==> src/rtl/multicycle_ctrl_if.sv <==
// Control/status bundle between the multi-cycle controller and its datapath.
// The controller side drives every control strobe; the datapath side supplies decode fields and flags.
interface multicycle_ctrl_if #(
    parameter int CNT_W = 32
);
    logic [6:0]       OP;
    logic [2:0]       fun3;
    logic             zeroflag;
    logic             ltflag;
    logic             mem_ready;

    logic             pc_wrt;
    logic             adr_src;
    logic             mem_wrt;
    logic             ir_wrt;
    logic             reg_wrt;
    logic [1:0]       result_src;
    logic [1:0]       alu_src_a;
    logic [1:0]       alu_src_b;
    logic [1:0]       ALUop;
    logic [1:0]       immsrc;
    logic             illegal;
    logic [CNT_W-1:0] instret;

    modport master (
        input  OP, fun3, zeroflag, ltflag, mem_ready,
        output pc_wrt, adr_src, mem_wrt, ir_wrt, reg_wrt,
        output result_src, alu_src_a, alu_src_b, ALUop, immsrc,
        output illegal, instret
    );

    modport slave (
        output OP, fun3, zeroflag, ltflag, mem_ready,
        input  pc_wrt, adr_src, mem_wrt, ir_wrt, reg_wrt,
        input  result_src, alu_src_a, alu_src_b, ALUop, immsrc,
        input  illegal, instret
    );
endinterface

==> src/rtl/multicycle_ctrl.sv <==
// Multi-cycle RISC-V control FSM: sequences fetch/decode/execute/memory/writeback over one memory
// port and one ALU, with memory wait states, optional JAL and BNE/BLT/BGE, an illegal trap and instret.
module multicycle_ctrl #(
    parameter bit SUPPORT_JAL  = 1'b1,
    parameter bit SUPPORT_BCMP = 1'b1,
    parameter bit MEM_WAIT     = 1'b1,
    parameter int CNT_W        = 32
) (
    input logic               clk,
    input logic               rst_n,
    multicycle_ctrl_if.master bus
);

    localparam logic [6:0] OP_LW  = 7'b0000011;
    localparam logic [6:0] OP_SW  = 7'b0100011;
    localparam logic [6:0] OP_R   = 7'b0110011;
    localparam logic [6:0] OP_I   = 7'b0010011;
    localparam logic [6:0] OP_B   = 7'b1100011;
    localparam logic [6:0] OP_JAL = 7'b1101111;

    typedef enum logic [3:0] {
        S_FETCH    = 4'd0,
        S_DECODE   = 4'd1,
        S_MEMADR   = 4'd2,
        S_MEMREAD  = 4'd3,
        S_MEMWB    = 4'd4,
        S_MEMWRITE = 4'd5,
        S_EXECR    = 4'd6,
        S_EXECI    = 4'd7,
        S_ALUWB    = 4'd8,
        S_BRANCH   = 4'd9,
        S_JAL      = 4'd10,
        S_TRAP     = 4'd11
    } state_e;

    state_e           state;
    state_e           next_state;
    logic [CNT_W-1:0] instret_q;
    logic             illegal_q;

    logic             ready;
    logic             taken;
    logic             retire;
    logic             pc_wrt;
    logic             adr_src;
    logic             mem_wrt;
    logic             ir_wrt;
    logic             reg_wrt;
    logic [1:0]       result_src;
    logic [1:0]       alu_src_a;
    logic [1:0]       alu_src_b;
    logic [1:0]       alu_op;
    logic [1:0]       immsrc;

    // Without wait-state support every access is treated as completing in its first cycle.
    assign ready = MEM_WAIT ? bus.mem_ready : 1'b1;

    always_comb begin
        taken = 1'b0;
        case (bus.fun3)
            3'b000:  taken = bus.zeroflag;
            3'b001:  taken = SUPPORT_BCMP && !bus.zeroflag;
            3'b100:  taken = SUPPORT_BCMP && bus.ltflag;
            3'b101:  taken = SUPPORT_BCMP && !bus.ltflag;
            default: taken = 1'b0;
        endcase
    end

    always_comb begin
        case (bus.OP)
            OP_SW:   immsrc = 2'b01;
            OP_B:    immsrc = 2'b10;
            OP_JAL:  immsrc = 2'b11;
            default: immsrc = 2'b00;
        endcase
    end

    // NOTE: every output gets a default before the case so no path leaves one unassigned (no latches).
    always_comb begin
        next_state = S_TRAP;
        pc_wrt     = 1'b0;
        adr_src    = 1'b0;
        mem_wrt    = 1'b0;
        ir_wrt     = 1'b0;
        reg_wrt    = 1'b0;
        result_src = 2'b00;
        alu_src_a  = 2'b00;
        alu_src_b  = 2'b00;
        alu_op     = 2'b00;
        retire     = 1'b0;

        case (state)
            S_FETCH: begin
                alu_src_b  = 2'b10;
                result_src = 2'b10;
                ir_wrt     = ready;
                pc_wrt     = ready;
                next_state = ready ? S_DECODE : S_FETCH;
            end
            S_DECODE: begin
                alu_src_a = 2'b01;
                alu_src_b = 2'b01;
                case (bus.OP)
                    OP_LW, OP_SW: next_state = S_MEMADR;
                    OP_R:         next_state = S_EXECR;
                    OP_I:         next_state = S_EXECI;
                    OP_B:         next_state = S_BRANCH;
                    OP_JAL:       next_state = SUPPORT_JAL ? S_JAL : S_TRAP;
                    default:      next_state = S_TRAP;
                endcase
            end
            S_MEMADR: begin
                alu_src_a  = 2'b10;
                alu_src_b  = 2'b01;
                next_state = (bus.OP == OP_LW) ? S_MEMREAD : S_MEMWRITE;
            end
            S_MEMREAD: begin
                adr_src    = 1'b1;
                next_state = ready ? S_MEMWB : S_MEMREAD;
            end
            S_MEMWB: begin
                result_src = 2'b01;
                reg_wrt    = 1'b1;
                retire     = 1'b1;
                next_state = S_FETCH;
            end
            S_MEMWRITE: begin
                adr_src    = 1'b1;
                mem_wrt    = 1'b1;
                retire     = ready;
                next_state = ready ? S_FETCH : S_MEMWRITE;
            end
            S_EXECR: begin
                alu_src_a  = 2'b10;
                alu_op     = 2'b10;
                next_state = S_ALUWB;
            end
            S_EXECI: begin
                alu_src_a  = 2'b10;
                alu_src_b  = 2'b01;
                alu_op     = 2'b10;
                next_state = S_ALUWB;
            end
            S_ALUWB: begin
                reg_wrt    = 1'b1;
                retire     = 1'b1;
                next_state = S_FETCH;
            end
            S_BRANCH: begin
                alu_src_a  = 2'b10;
                alu_op     = 2'b01;
                pc_wrt     = taken;
                retire     = 1'b1;
                next_state = S_FETCH;
            end
            S_JAL: begin
                // PC takes the target computed in DECODE; the link write happens in ALUWB.
                alu_src_a  = 2'b01;
                alu_src_b  = 2'b10;
                pc_wrt     = 1'b1;
                next_state = S_ALUWB;
            end
            S_TRAP:  next_state = S_TRAP;
            default: next_state = S_TRAP;
        endcase
    end

    // NOTE: sequential state uses non-blocking assignments so every register samples pre-edge values.
    always_ff @(posedge clk or negedge rst_n) begin
        if (!rst_n) begin
            state     <= S_FETCH;
            instret_q <= '0;
            illegal_q <= 1'b0;
        end else begin
            state <= next_state;
            if (retire) begin
                instret_q <= instret_q + CNT_W'(1);
            end
            if (next_state == S_TRAP) begin
                illegal_q <= 1'b1;
            end
        end
    end

    assign bus.pc_wrt     = pc_wrt;
    assign bus.adr_src    = adr_src;
    assign bus.mem_wrt    = mem_wrt;
    assign bus.ir_wrt     = ir_wrt;
    assign bus.reg_wrt    = reg_wrt;
    assign bus.result_src = result_src;
    assign bus.alu_src_a  = alu_src_a;
    assign bus.alu_src_b  = alu_src_b;
    assign bus.ALUop      = alu_op;
    assign bus.immsrc     = immsrc;
    assign bus.illegal    = illegal_q;
    assign bus.instret    = instret_q;

endmodule

==> src/flat_wrapper.sv <==
// flat-port wrapper written by rule: the top's interface ports become plain ports
module multicycle_ctrl_flat 
#(
    parameter bit SUPPORT_JAL  = 1'b1,
    parameter bit SUPPORT_BCMP = 1'b1,
    parameter bit MEM_WAIT     = 1'b1,
    parameter int CNT_W        = 32
)
  (clk, rst_n, bus_OP, bus_fun3, bus_zeroflag, bus_ltflag, bus_mem_ready, bus_pc_wrt, bus_adr_src, bus_mem_wrt, bus_ir_wrt, bus_reg_wrt, bus_result_src, bus_alu_src_a, bus_alu_src_b, bus_ALUop, bus_immsrc, bus_illegal, bus_instret);
  multicycle_ctrl_if #(.CNT_W(CNT_W)) bus_i ();
  input logic clk;
  input logic rst_n;
  input wire logic [$bits(bus_i.OP)-1:0] bus_OP;
  input wire logic [$bits(bus_i.fun3)-1:0] bus_fun3;
  input wire logic [$bits(bus_i.zeroflag)-1:0] bus_zeroflag;
  input wire logic [$bits(bus_i.ltflag)-1:0] bus_ltflag;
  input wire logic [$bits(bus_i.mem_ready)-1:0] bus_mem_ready;
  output wire logic [$bits(bus_i.pc_wrt)-1:0] bus_pc_wrt;
  output wire logic [$bits(bus_i.adr_src)-1:0] bus_adr_src;
  output wire logic [$bits(bus_i.mem_wrt)-1:0] bus_mem_wrt;
  output wire logic [$bits(bus_i.ir_wrt)-1:0] bus_ir_wrt;
  output wire logic [$bits(bus_i.reg_wrt)-1:0] bus_reg_wrt;
  output wire logic [$bits(bus_i.result_src)-1:0] bus_result_src;
  output wire logic [$bits(bus_i.alu_src_a)-1:0] bus_alu_src_a;
  output wire logic [$bits(bus_i.alu_src_b)-1:0] bus_alu_src_b;
  output wire logic [$bits(bus_i.ALUop)-1:0] bus_ALUop;
  output wire logic [$bits(bus_i.immsrc)-1:0] bus_immsrc;
  output wire logic [$bits(bus_i.illegal)-1:0] bus_illegal;
  output wire logic [$bits(bus_i.instret)-1:0] bus_instret;
  assign bus_i.OP = bus_OP;
  assign bus_i.fun3 = bus_fun3;
  assign bus_i.zeroflag = bus_zeroflag;
  assign bus_i.ltflag = bus_ltflag;
  assign bus_i.mem_ready = bus_mem_ready;
  assign bus_pc_wrt = bus_i.pc_wrt;
  assign bus_adr_src = bus_i.adr_src;
  assign bus_mem_wrt = bus_i.mem_wrt;
  assign bus_ir_wrt = bus_i.ir_wrt;
  assign bus_reg_wrt = bus_i.reg_wrt;
  assign bus_result_src = bus_i.result_src;
  assign bus_alu_src_a = bus_i.alu_src_a;
  assign bus_alu_src_b = bus_i.alu_src_b;
  assign bus_ALUop = bus_i.ALUop;
  assign bus_immsrc = bus_i.immsrc;
  assign bus_illegal = bus_i.illegal;
  assign bus_instret = bus_i.instret;
  multicycle_ctrl #(.SUPPORT_JAL(SUPPORT_JAL), .SUPPORT_BCMP(SUPPORT_BCMP), .MEM_WAIT(MEM_WAIT), .CNT_W(CNT_W)) u_core (.clk(clk), .rst_n(rst_n), .bus(bus_i));
endmodule
==> config.mk <==
export PLATFORM = sky130hd
export DESIGN_NAME = multicycle_ctrl_flat
export DESIGN_NICKNAME = d
export VERILOG_FILES = /design/src/rtl/multicycle_ctrl_if.sv /design/src/rtl/multicycle_ctrl.sv /design/src/flat_wrapper.sv
export SDC_FILE = /design/constraint.sdc
export NUM_CORES = 1
export LEC_CHECK = 0
export BUFFER_PORTS_ARGS = -buffer_cell sky130_fd_sc_hd__buf_2
export CAP_MARGIN = 40
export CORE_ASPECT_RATIO = 1.5
export CORE_MARGIN = 2
export CORE_UTILIZATION = 50
export CTS_BUF_LIST = sky130_fd_sc_hd__clkbuf_16
export CTS_CLUSTER_SIZE = 40
export DETAILED_ROUTE_END_ITERATION = 16
export PLACE_DENSITY = 0.84
export REMOVE_ABC_BUFFERS = 1
export SLEW_MARGIN = 10
export SYNTH_ARGS = -nofsm -noshare
export SYNTH_HDL_FRONTEND = slang
export SYNTH_SLANG_ARGS = --single-unit
==> constraint.sdc <==
create_clock -name clk -period 4.7 [get_ports clk]
set_input_delay 0.47 -clock clk [delete_from_list [all_inputs] [get_ports clk]]
set_output_delay 0.47 -clock clk [all_outputs]
set_load 0.03 [all_outputs]
==> results.toml <==
[status]
status = "finished clean"

[setup_path]
r2r-end = "u_core.bus.instret[31]"
cp-start-kind = "register"
crit_required_ps = 4230
crit_fanout = 16
r2r_start = "u_core.state[2]"
cp-end-kind = "output port"
rrSetupSlack_ps = 2550
rr_worst_depth = 5
critical_path_class = "reg2out"
cp_data_arrival_time_ps = 1900

[timing]
slew_viol_final = 0
worst_pin_slew_ps = 795
fin_crit_ps = 2370
rsz0062_at_grt = "no"
timing.setup.tns_ps = 0
max_freq_mhz = 421
skew_ps = 6.53
worst_slew_margin_rel_pct = 47.0
setup_viol = 0
fin_ws_ps = 2330
fin_crit_sh_pct = 50.5
finalHoldViolCount = 0

[cells_and_area]
antenna_cells = 0
final_util_pct = 64.6
stdcell_area_um2 = 2580
instances_no_fill = 320
drive_above_1_share_pct = 32.0
layout.nets = 290
area_delta_synth_final_pct = 23.6
n_fill_cell = 324

[synth]
synth_edf_count = 0
ys_seq_elements = 37
synth.most_common_cell = "dfrtp_1"
synth_flop_cell = "dfrtp_1"
yosysWarningCount = 0
synth_compound_area_share_pct = 8.09
synth-simple-area-share_pct = 28.7
synth_top_family_by_area = "simple AND/OR/NAND/NOR gates"
synth.area.mux_share_pct = 1.02
synth_top_area_cell = "dfrtp_1"
avgSynthCellArea_um2 = 9.84
synthCells = 212
mappedNetlistArea_um2 = 2090
synth_xor_area_share_pct = 14.3
synth_async_sr_flop_share_pct = 100
synth-seq-area-share_pct = 44.4
synth_area_leaders = "dfrtp_1 44%, xor2_1 8.4%, xnor2_1 5.9%"
synth_cell_types = 50
synthAdderAreaFrac_pct = 0.600
post-synth-top-area-fraction_pct = 44.4
synth_top_cells_by_count = "37 x dfrtp_1, 21 x nor2_1, 20 x xor2_1"

[placement]
dp_slack_ps = 2550
dpl.cell_count = 312
place.gp.congestion = 0.782
port_buffers = 62
place_hpwl_mm = 3.31
dpl_cell_area_um2 = 2420

[clock_tree]
cts_tree = "yes"
numClockSinks = 37
cts_resized = 0
clock_latency_ps = 280
cts.clk_slew.worst_paths_ps = 50
clockBufferDepth = 2
htreeDepth = 2
cts_setup_buffers = 0
numCtsBuffers = 5
hold_buffers = 0
root_buffer = "clkbuf_16"

[power]
powerDensity_nw_per_um2 = 533
p_leak_uw = 0.00134
vdd_drop_max_v = 0.000551

[floorplanning]
rows = 28
io_pins = 63
core_um2 = 3990
die_y_um = 83.1
die_width_um = 56.8
fp.dieArea_um2 = 4720
start_util_pct = 52.3

[min_path]
hold_path_class = "in2async"

[global_routing]
first_global_vias = 1663
grt_usage_pct = 20.1
grt_max_degree = 38
overflow = 0
antenna_found_initial = 0
grt_pass1_wl_mm = 7.65

[route]
post_drt_wl_per_cell_um = 14.2
ant_nets = 0
dr.pass1.iters = 4
wl_met2_mm = 2.39
drc_errors = 0
vias_per_cell = 5.56
drt-initial-drc-count = 46
wirelength_mm = 4.56
drt-met1-wl_mm = 1.84
vias = 1779
routed.top_layer = "met4"
route.met3.wl_um = 248

[job]
maxCapViolCount = 0
## cell families (layout without fill, tap and decap cells)
| kind of cell | Yosys count | count (layout) |
|---|---|---|
| AND/OR/NAND/NOR | 99 | 99 |
| flip-flops | 37 | 37 |
| XOR/XNOR | 34 | 34 |
| AO/OA/AOI/OAI | 25 | 25 |
| buffers and inverters | 14 | 77 |
| multiplexers | 2 | 2 |
| adder cells (fa/ha/maj) | 1 | 1 |
## power by group
part           switching, uW  internal, uW  total, uW  leakage [uW]
logic                    362           187        548      0.000781
clock network            117           246        363     0.0000826
registers               99.8           365        465      0.000474
total                    578           798       1380       0.00134
## area by class of cell
cell class                      instances  area (um^2)  area share (%)
Timing Repair Buffer                   62          310            12.0
Clock inverter                          3         37.5            1.45
Inverter                                7         26.3            1.02
Clock buffer                            5          125            4.85
Multi-Input combinational cell        161         1100            42.6
Sequential cell                        37          926            35.9
Tap cell                               45         56.3            2.18
## flip-flops by register name, summed over array words and instances, names as in the netlist
name                cells
u_core.bus.illegal      1
u_core.state            4
u_core.bus.instret     32
## worst max-delay path, stage by stage (launching register included)
cell and delay [ps]:
dfrtp_1 570, inv_1 250, nand2_1 150, o41ai_1 400, buf_2 260
## per-stage QoR
| step | hold slack, ps | total power [uW] |
|---|---|---|
| 2_1_floorplan | 174 | 857 |
| 3_3_place_gp | 452 | 1000 |
| 3_5_place_dp | 456 | 1020 |
| 4_1_cts | 299 | 1390 |
| 5_1_grt | 351 | 1450 |
| 6_report | 276 | 1380 |
## routing by layer
layer	GRT usage, %	up-vias
met5	0	-
li1	-	867
met1	24.5	865
met4	7.82	0
met3	4.67	6
met2	33.8	41
## placed cells by master (no fill, tap or decap), types with 2 or more instances in the layout
cell,instances
inv_1,8
nand4_2,2
nor3_1,9
buf_2,62
nor2b_1,5
nor3_2,5
o22ai_1,2
o21ai_0,3
xor2_1,20
nand2b_1,3
xnor2_1,14
and3_1,5
nand3_1,5
nor2_1,21
a21oi_1,6
dfrtp_1,37
nand2_1,19
a22oi_1,2
nor4_1,4
clkbuf_16,5
nor3b_1,2
nand4_1,5
a31o_2,2
nor4_4,2
## worst max path at each step
stage | startpoint | end | depth (start not counted)
finish | u_core.state[1] | bus_pc_wrt | 4
CTS | u_core.state[1] | bus_pc_wrt | 4
global route | u_core.state[1] | bus_pc_wrt | 4
floorplan | u_core.state[0] | bus_ir_wrt | 2
global placement | bus_OP[3] | bus_immsrc[0] | 5
detailed placement | bus_OP[3] | bus_immsrc[0] | 5
Power figures use the tool's default switching activity.
